==> src/rtl/pipeline_wb_buf.sv <==
// Two-entry writeback buffer between the memory stage and the register file.
// Load entries capture synchronous-RAM data the cycle after acceptance.
module pipeline_wb_buf #(
  parameter int         DATA_W = 16,
  parameter int         REG_N  = 8,
  parameter logic [2:0] LD_OPC = 3'b011,
  parameter int         CNT_W  = 16,
  localparam int        RN_W   = (REG_N > 1) ? $clog2(REG_N) : 1
) (
  input  logic              clk,
  input  logic              rst,
  input  logic              in_valid,
  output logic              in_ready,
  input  logic [2:0]        in_opcode,
  input  logic              in_wr_en,
  input  logic [RN_W-1:0]   in_wr_num,
  input  logic [DATA_W-1:0] in_result,
  input  logic [1:0]        in_ld_mode,
  input  logic [DATA_W-1:0] rdata_in,
  output logic              out_valid,
  input  logic              out_ready,
  output logic [DATA_W-1:0] writeback_data_out,
  output logic [RN_W-1:0]   writenum_out,
  output logic              write_out,
  output logic              fwd_valid,
  output logic [RN_W-1:0]   fwd_num,
  output logic [DATA_W-1:0] fwd_data,
  output logic [CNT_W-1:0]  retire_cnt
);

  function automatic logic [DATA_W-1:0] extract(input logic [DATA_W-1:0] d,
                                                input logic [1:0]        m);
    case (m)
      2'b01:   extract = {{(DATA_W-8){1'b0}}, d[7:0]};
      2'b10:   extract = {{(DATA_W-8){d[7]}}, d[7:0]};
      2'b11:   extract = {{(DATA_W-8){1'b0}}, d[15:8]};
      default: extract = d;
    endcase
  endfunction

  logic [1:0]        count_r;
  logic              wr_ptr_r;
  logic              rd_ptr_r;
  logic              ld_cap_r;
  logic              ld_idx_r;
  logic [CNT_W-1:0]  retire_cnt_r;

  logic              ent_is_ld_r   [2];
  logic              ent_wr_en_r   [2];
  logic [RN_W-1:0]   ent_wr_num_r  [2];
  logic [1:0]        ent_ld_mode_r [2];
  logic [DATA_W-1:0] ent_data_r    [2];
  logic              ent_ld_pend_r [2];

  logic              push_s;
  logic              pop_s;
  logic              is_ld_s;
  logic              has_head_s;
  logic              head_wr_en_s;
  logic [RN_W-1:0]   head_num_s;
  logic [DATA_W-1:0] head_data_s;

  assign has_head_s = (count_r != 2'd0);
  assign push_s     = in_valid & in_ready;
  assign pop_s      = has_head_s & out_ready;
  assign is_ld_s    = (in_opcode == LD_OPC);

  // Head selection; a load still awaiting RAM data forwards rdata_in directly.
  always_comb begin
    head_wr_en_s = 1'b0;
    head_num_s   = '0;
    head_data_s  = '0;
    if (has_head_s) begin
      head_wr_en_s = ent_wr_en_r[rd_ptr_r];
      head_num_s   = ent_wr_num_r[rd_ptr_r];
      if (ent_is_ld_r[rd_ptr_r] && ent_ld_pend_r[rd_ptr_r]) begin
        head_data_s = extract(rdata_in, ent_ld_mode_r[rd_ptr_r]);
      end else begin
        head_data_s = ent_data_r[rd_ptr_r];
      end
    end else begin
      head_wr_en_s = 1'b0;
    end
  end

  // FIFO storage, pointers, occupancy, load capture and retire counter.
  always_ff @(posedge clk or posedge rst) begin
    if (rst) begin
      count_r      <= 2'd0;
      wr_ptr_r     <= 1'b0;
      rd_ptr_r     <= 1'b0;
      ld_cap_r     <= 1'b0;
      ld_idx_r     <= 1'b0;
      retire_cnt_r <= '0;
      for (int i = 0; i < 2; i++) begin
        ent_is_ld_r[i]   <= 1'b0;
        ent_wr_en_r[i]   <= 1'b0;
        ent_wr_num_r[i]  <= '0;
        ent_ld_mode_r[i] <= 2'b00;
        ent_data_r[i]    <= '0;
        ent_ld_pend_r[i] <= 1'b0;
      end
    end else begin
      // The loaded slot was pushed last cycle, so it never collides with this cycle's push.
      if (ld_cap_r) begin
        ent_data_r[ld_idx_r]    <= extract(rdata_in, ent_ld_mode_r[ld_idx_r]);
        ent_ld_pend_r[ld_idx_r] <= 1'b0;
      end
      if (push_s) begin
        ent_is_ld_r[wr_ptr_r]   <= is_ld_s;
        ent_wr_en_r[wr_ptr_r]   <= in_wr_en;
        ent_wr_num_r[wr_ptr_r]  <= in_wr_num;
        ent_ld_mode_r[wr_ptr_r] <= in_ld_mode;
        ent_data_r[wr_ptr_r]    <= is_ld_s ? '0 : in_result;
        ent_ld_pend_r[wr_ptr_r] <= is_ld_s;
        wr_ptr_r                <= ~wr_ptr_r;
      end
      ld_cap_r <= push_s & is_ld_s;
      ld_idx_r <= wr_ptr_r;
      if (pop_s) begin
        rd_ptr_r     <= ~rd_ptr_r;
        retire_cnt_r <= retire_cnt_r + CNT_W'(1);
      end
      case ({push_s, pop_s})
        2'b10:   count_r <= count_r + 2'd1;
        2'b01:   count_r <= count_r - 2'd1;
        default: count_r <= count_r;
      endcase
    end
  end

  assign in_ready           = (count_r != 2'd2);
  assign out_valid          = has_head_s;
  assign writeback_data_out = head_data_s;
  assign writenum_out       = head_num_s;
  assign write_out          = pop_s & head_wr_en_s;
  assign fwd_valid          = has_head_s & head_wr_en_s;
  assign fwd_num            = head_num_s;
  assign fwd_data           = head_data_s;
  assign retire_cnt         = retire_cnt_r;

endmodule
==> config.mk <==
export PLATFORM = sky130hd
export DESIGN_NAME = pipeline_wb_buf
export DESIGN_NICKNAME = d
export VERILOG_FILES = /design/src/rtl/pipeline_wb_buf.sv
export SDC_FILE = /design/constraint.sdc
export NUM_CORES = 1
export LEC_CHECK = 0
export CORE_AREA = 10 10 112 74
export CTS_BUF_LIST = sky130_fd_sc_hd__clkbuf_16
export DETAILED_ROUTE_END_ITERATION = 8
export DIE_AREA = 0 0 122 84
export DONT_BUFFER_PORTS = 1
export PLACE_DENSITY = 0.84
export SYNTH_ARGS = -nofsm -noshare
export SYNTH_HDL_FRONTEND = slang
export SYNTH_SLANG_ARGS = --single-unit
export TNS_END_PERCENT = 50
==> constraint.sdc <==
create_clock -name clk -period 3.92 [get_ports clk]
set_clock_uncertainty 0.05 [all_clocks]
set_input_delay 0.392 -clock clk [delete_from_list [all_inputs] [get_ports clk]]
set_output_delay 0.392 -clock clk [all_outputs]
set_load 0.05 [all_outputs]
# After elaboration in Yosys (flattened, before gate mapping)
# Index checks and enable logic that the tools add are counted.
# word_totals
regBits	70
out_inout_bits	58
# op_classes
eq_ne	10
bitwise	12
reduce_logical	5
magnitude_cmp	5
n_mux	53
n_addsub	3
# ops
operator	n
$mux 16	9
$pmux 16 s3	2
$bwmux 32	2
$mux 32	2
$demux 16 s1	2
$mux 2	9
$add 16x1->16 const B	1
$mux 3	5
$mux 1	12
$eq 2x2->1 const B	5
$bwmux 2	3
$bwmux 6	1
$eq 2x1->1 const B	3
$ge 2x2->1 const B	3
$not 1->2	3
$and 1x1->1	5
$bwmux 4	1
$lt 2x1->1 const B	2
$pmux 2 s2	1
$reduce_bool 2->1	2
$demux 3 s1	1
$eq 3x2->1 const B	1
$logic_and 1x1->1	3
$add 2x1->2 const B	1
other kinds (7)	9

# Longest topological paths before layout
# logic_depth
word_depth	11
mapped_depth	7
depth_no_buf	6

# Worst setup path before layout
# OpenSTA, ideal clock, no wires.
# synth_path
path_type	register to output
startpoint	register count_r[1]
endpoint	output port writeback_data_out[6]
path_buffers	2
t_required_ns	3.478
arrival_time_ns	2.325
slack_ns	1.153
path_stages_with_launch	7
path_cell_list	dfrtp_1 -> nor2_1 -> inv_1 -> buf_2 -> o21ai_0 -> a21oi_1 -> buf_4
# synth_via
elab_chain_len	2
# synth_lines
item	line	text
start: declaration	41	logic [1:0] count_r;
start signal: assignment	125	2'b10: count_r <= count_r + 2'd1;
start signal: assignment	126	2'b01: count_r <= count_r - 2'd1;
start signal: assignment	127	default: count_r <= count_r;
$reduce_bool 2->1	63	assign has_head_s = (count_r != 2'd0);
via out_valid	20	output logic out_valid,
$mux 16	73	if (has_head_s) begin
end: declaration	22	output logic [DATA_W-1:0] writeback_data_out,
# The timed path passes the listed nets, and every way through them passes these cells.

# Worst setup path after layout
# layout_path
startpoint	register rd_ptr_r
endpoint	output port fwd_data[9]
# layout_via
elab_chain_len	8
elab_cells_between_ends	20
classes_between	eq/ne (3); mux (15); bitwise (1); reduce/logical (1)
# layout_lines
item	line	text
start: declaration	43	logic rd_ptr_r;
start signal: assignment	121	rd_ptr_r <= ~rd_ptr_r;
$not 1->2 (implied by the code) *	76, 77, 79	
$mux 2 (implied by the code) (3 in series)	77	head_data_s = extract(rdata_in, ent_ld_mode_r[rd_ptr_r]);
$eq 2x2->1 or $eq 2x1->1 (tied branches)	33	case (m)
$pmux 16 s3	33	
$mux 16 *	76	if (ent_is_ld_r[rd_ptr_r] && ent_ld_pend_r[rd_ptr_r]) begin
$mux 16 *	73	
end: declaration	27	output logic [DATA_W-1:0] fwd_data,
# Mark *: on every way between the ends. The rest lies on a longest branch, timed or not. The select of a mux whose other input is x is not followed.

==> qor.txt <==
CP endpoint kind: primary output
Post-CTS Hold Buffers: 0
Fin. Hold Viols: 0
Layout area overhead: 9.883%
Post-Syn Area: 4165 sq um
Worst-path clk slew: 60 ps
Post-Synth Simple-Gate Area: 14.51%
Resized Gates After CTS: 0
worst-path fanout max: 17
slowest CP cell: dfrtp_1
largest stage delay on the critical path: 850 ps
DR vias/cell: 6.576
final WL: 11.16 mm
post-route ant nets: 0
area share of fa/ha/maj cells after synthesis: 0.6008%
CTS root buf: clkbuf_16
Critical Path Most Common Cell: buf_4
most frequent cells in the layout: dfrtp_1, nand2_1, o21ai_0, nor2_1, a21oi_1
# port buffers: 0
Die H: 84 um
final setup vio count: 0
# H-tree levels: 3
count of cell types in the netlist: 37
Iter 0 DRT Violations: 341
GRT Total Usage: 21.97%
TritonCTS Buffers: 9
placed inst area: 4238 sq um
crit path cell chain: buf_4, nand2b_1, o32ai_2, o21ai_0, a21oi_2, buf_4
compound-gate portion of the synthesized area: 20.10%
global-route wire length before repair: 18.29 mm
Syn Area/Cell: 9.094 sq um
wire per inst: 20.75 um
DR pass1 iterations: 5
worst endpoint required time: 3480 ps
worst skew pair latency: 330 ps
Synth Register Bits: 70
outcome: finished, final reports clean
xor/xnor cell area share of the yosys netlist: 3.995%
n_diodes: 0
num ports: 103
Tightest Pin Transition: 1197 ps
design area: 4577 sq um
Seq/Total Area, Yosys: 42.05%
mux cell area share after synthesis: 11.02%
Max-Cap Viols: 0
TritonCTS clock tree: done
RSZ-0062 raised after global routing: false
fin cells: 538
initial antenna violation count: 0
Max-slew headroom: 19.94%
syn nets: 505
most common cell after layout, fill and taps aside: dfrtp_1
final worst path period share: 76.85%
Vias: 3538
fin crit period: 3013 ps
main combinational cell family by area after synthesis: compound AO/OA/AOI/OAI gates
post-DP HPWL: 7.755 mm
share of cells above drive strength 1: 20.18%
Setup crit start kind: register
nets@finish: 493
global route overflow: 0
cell row count: 23
gpl congestion: 0.9076
worst-case clock buffer depth: 2
final hold slack: 117.4 ps
Gate Count Post-Synth: 458
DRC viols: 0
YS warnings: 0
vias in the first global route: 3558
Initial Utilization: 65.49%
FMAX: 331.9 MHz
core area: 6360 sq um
Placed Cells: 522
die width: 122 um
Fin Setup TNS: 0 ps
Fillers: 485
clock sinks: 70
largest net degree at the start of global routing: 51
die footprint: 10250 sq um
Post-CTS Setup Bufs: 0
critical path class: reg -> out
Worst EP arrival: 2570 ps
max-slew violations: 0
Hold Path Class: in -> reg
-- cell usage after synthesis (all sizes together) --
cell type / instances / area share (%)
a221oi: 8 / 1.7
nand3: 16 / 1.9
and3: 2 / 0.42
inv: 11 / 0.99
a311o: 8 / 1.9
nand2b: 3 / 0.63
a31o: 2 / 0.42
a21o: 10 / 1.8
ha: 2 / 0.60
a22oi: 8 / 1.4
xor2: 3 / 0.63
mux2: 23 / 6.2
nor2b: 2 / 0.30
o21ai: 59 / 7.6
clkbuf: 13 / 1.2
nor2: 37 / 3.3
dfrtp: 70 / 42
mux2i: 20 / 4.8
and4: 4 / 0.84
buf: 33 / 5.5
nand3b: 2 / 0.66
nand2: 59 / 5.5
xnor2: 16 / 3.4
nand4: 3 / 0.45
a21oi: 40 / 4.8
o32ai: 1 / 0.39
and2: 3 / 0.45
-- kinds of logic after synthesis --
logic type	after synthesis
compound gates	136
simple gates	131
flops	70
buf+inv	57
mux	43
xor+xnor	19
fa+ha+maj	2
-- registers in the layout (all words and copies together) (netlist names) --
| signal | count |
|---|---|
| count_r | 2 |
| wr_ptr_r | 1 |
| ent_wr_en_r | 2 |
| ld_idx_r | 1 |
| rd_ptr_r | 1 |
| ent_ld_pend_r | 2 |
| ent_is_ld_r | 2 |
| ent_data_r | 32 |
| ld_cap_r | 1 |
| retire_cnt | 16 |
| ent_ld_mode_r | 4 |
| ent_wr_num_r | 6 |
-- critical path: cells and delay by family (launching register included) --
kind            cells  cell delay (ps)
compound gates      3              690
buf+inv             2              610
flops               1              850
simple gates        1               80
-- layer usage --
metal / wire length (um) / track usage, % / part of all wire (%) / vias to the layer above
met5: 0 / 0 / 0 / -
met4: 145 / 6.149 / 1.3 / 0
met3: 1382 / 7.027 / 12 / 19
met2: 4970 / 32.75 / 45 / 207
met1: 4664 / 29.61 / 42 / 1743
li1: - / - / - / 1569
-- area by class of cell --
cell class | instances | area, sq um | area share [%]
Sequential cell | 70 | 1752 | 38.27
Inverter | 11 | 41.29 | 0.9021
Tap cell | 87 | 108.9 | 2.378
Multi-Input combinational cell | 331 | 2163 | 47.27
Timing Repair Buffer | 23 | 172.7 | 3.773
Clock inverter | 7 | 113.9 | 2.488
Clock buffer | 9 | 225.2 | 4.921
-- path summary, 6_finish.rpt --
path	slack (ps)	endpoint	depth (start not counted)	start
setup / recovery	910	fwd_data[9]	6	rd_ptr_r
hold / removal	120	ent_wr_en_r[0]	2	in_wr_en
setup reg to reg	1600	ent_ld_pend_r[0]	3	count_r[0]
hold reg to reg	410	ld_idx_r	0	wr_ptr_r
max in group asynchronous	2800	count_r[1]	2	rst
min in group asynchronous	140	retire_cnt[13]	1	rst
-- stage by stage --
stage	util, %	setup slack, ps
after global routing	71.97	798.5
final	71.97	907.5
after detailed placement	66.63	1312
after floorplan	-	1153
after CTS	71.97	946.8
after global placement	66.63	1391
Power is not shown: default switching activity piles up to over one toggle a cycle in this logic, so the estimate is an artifact.
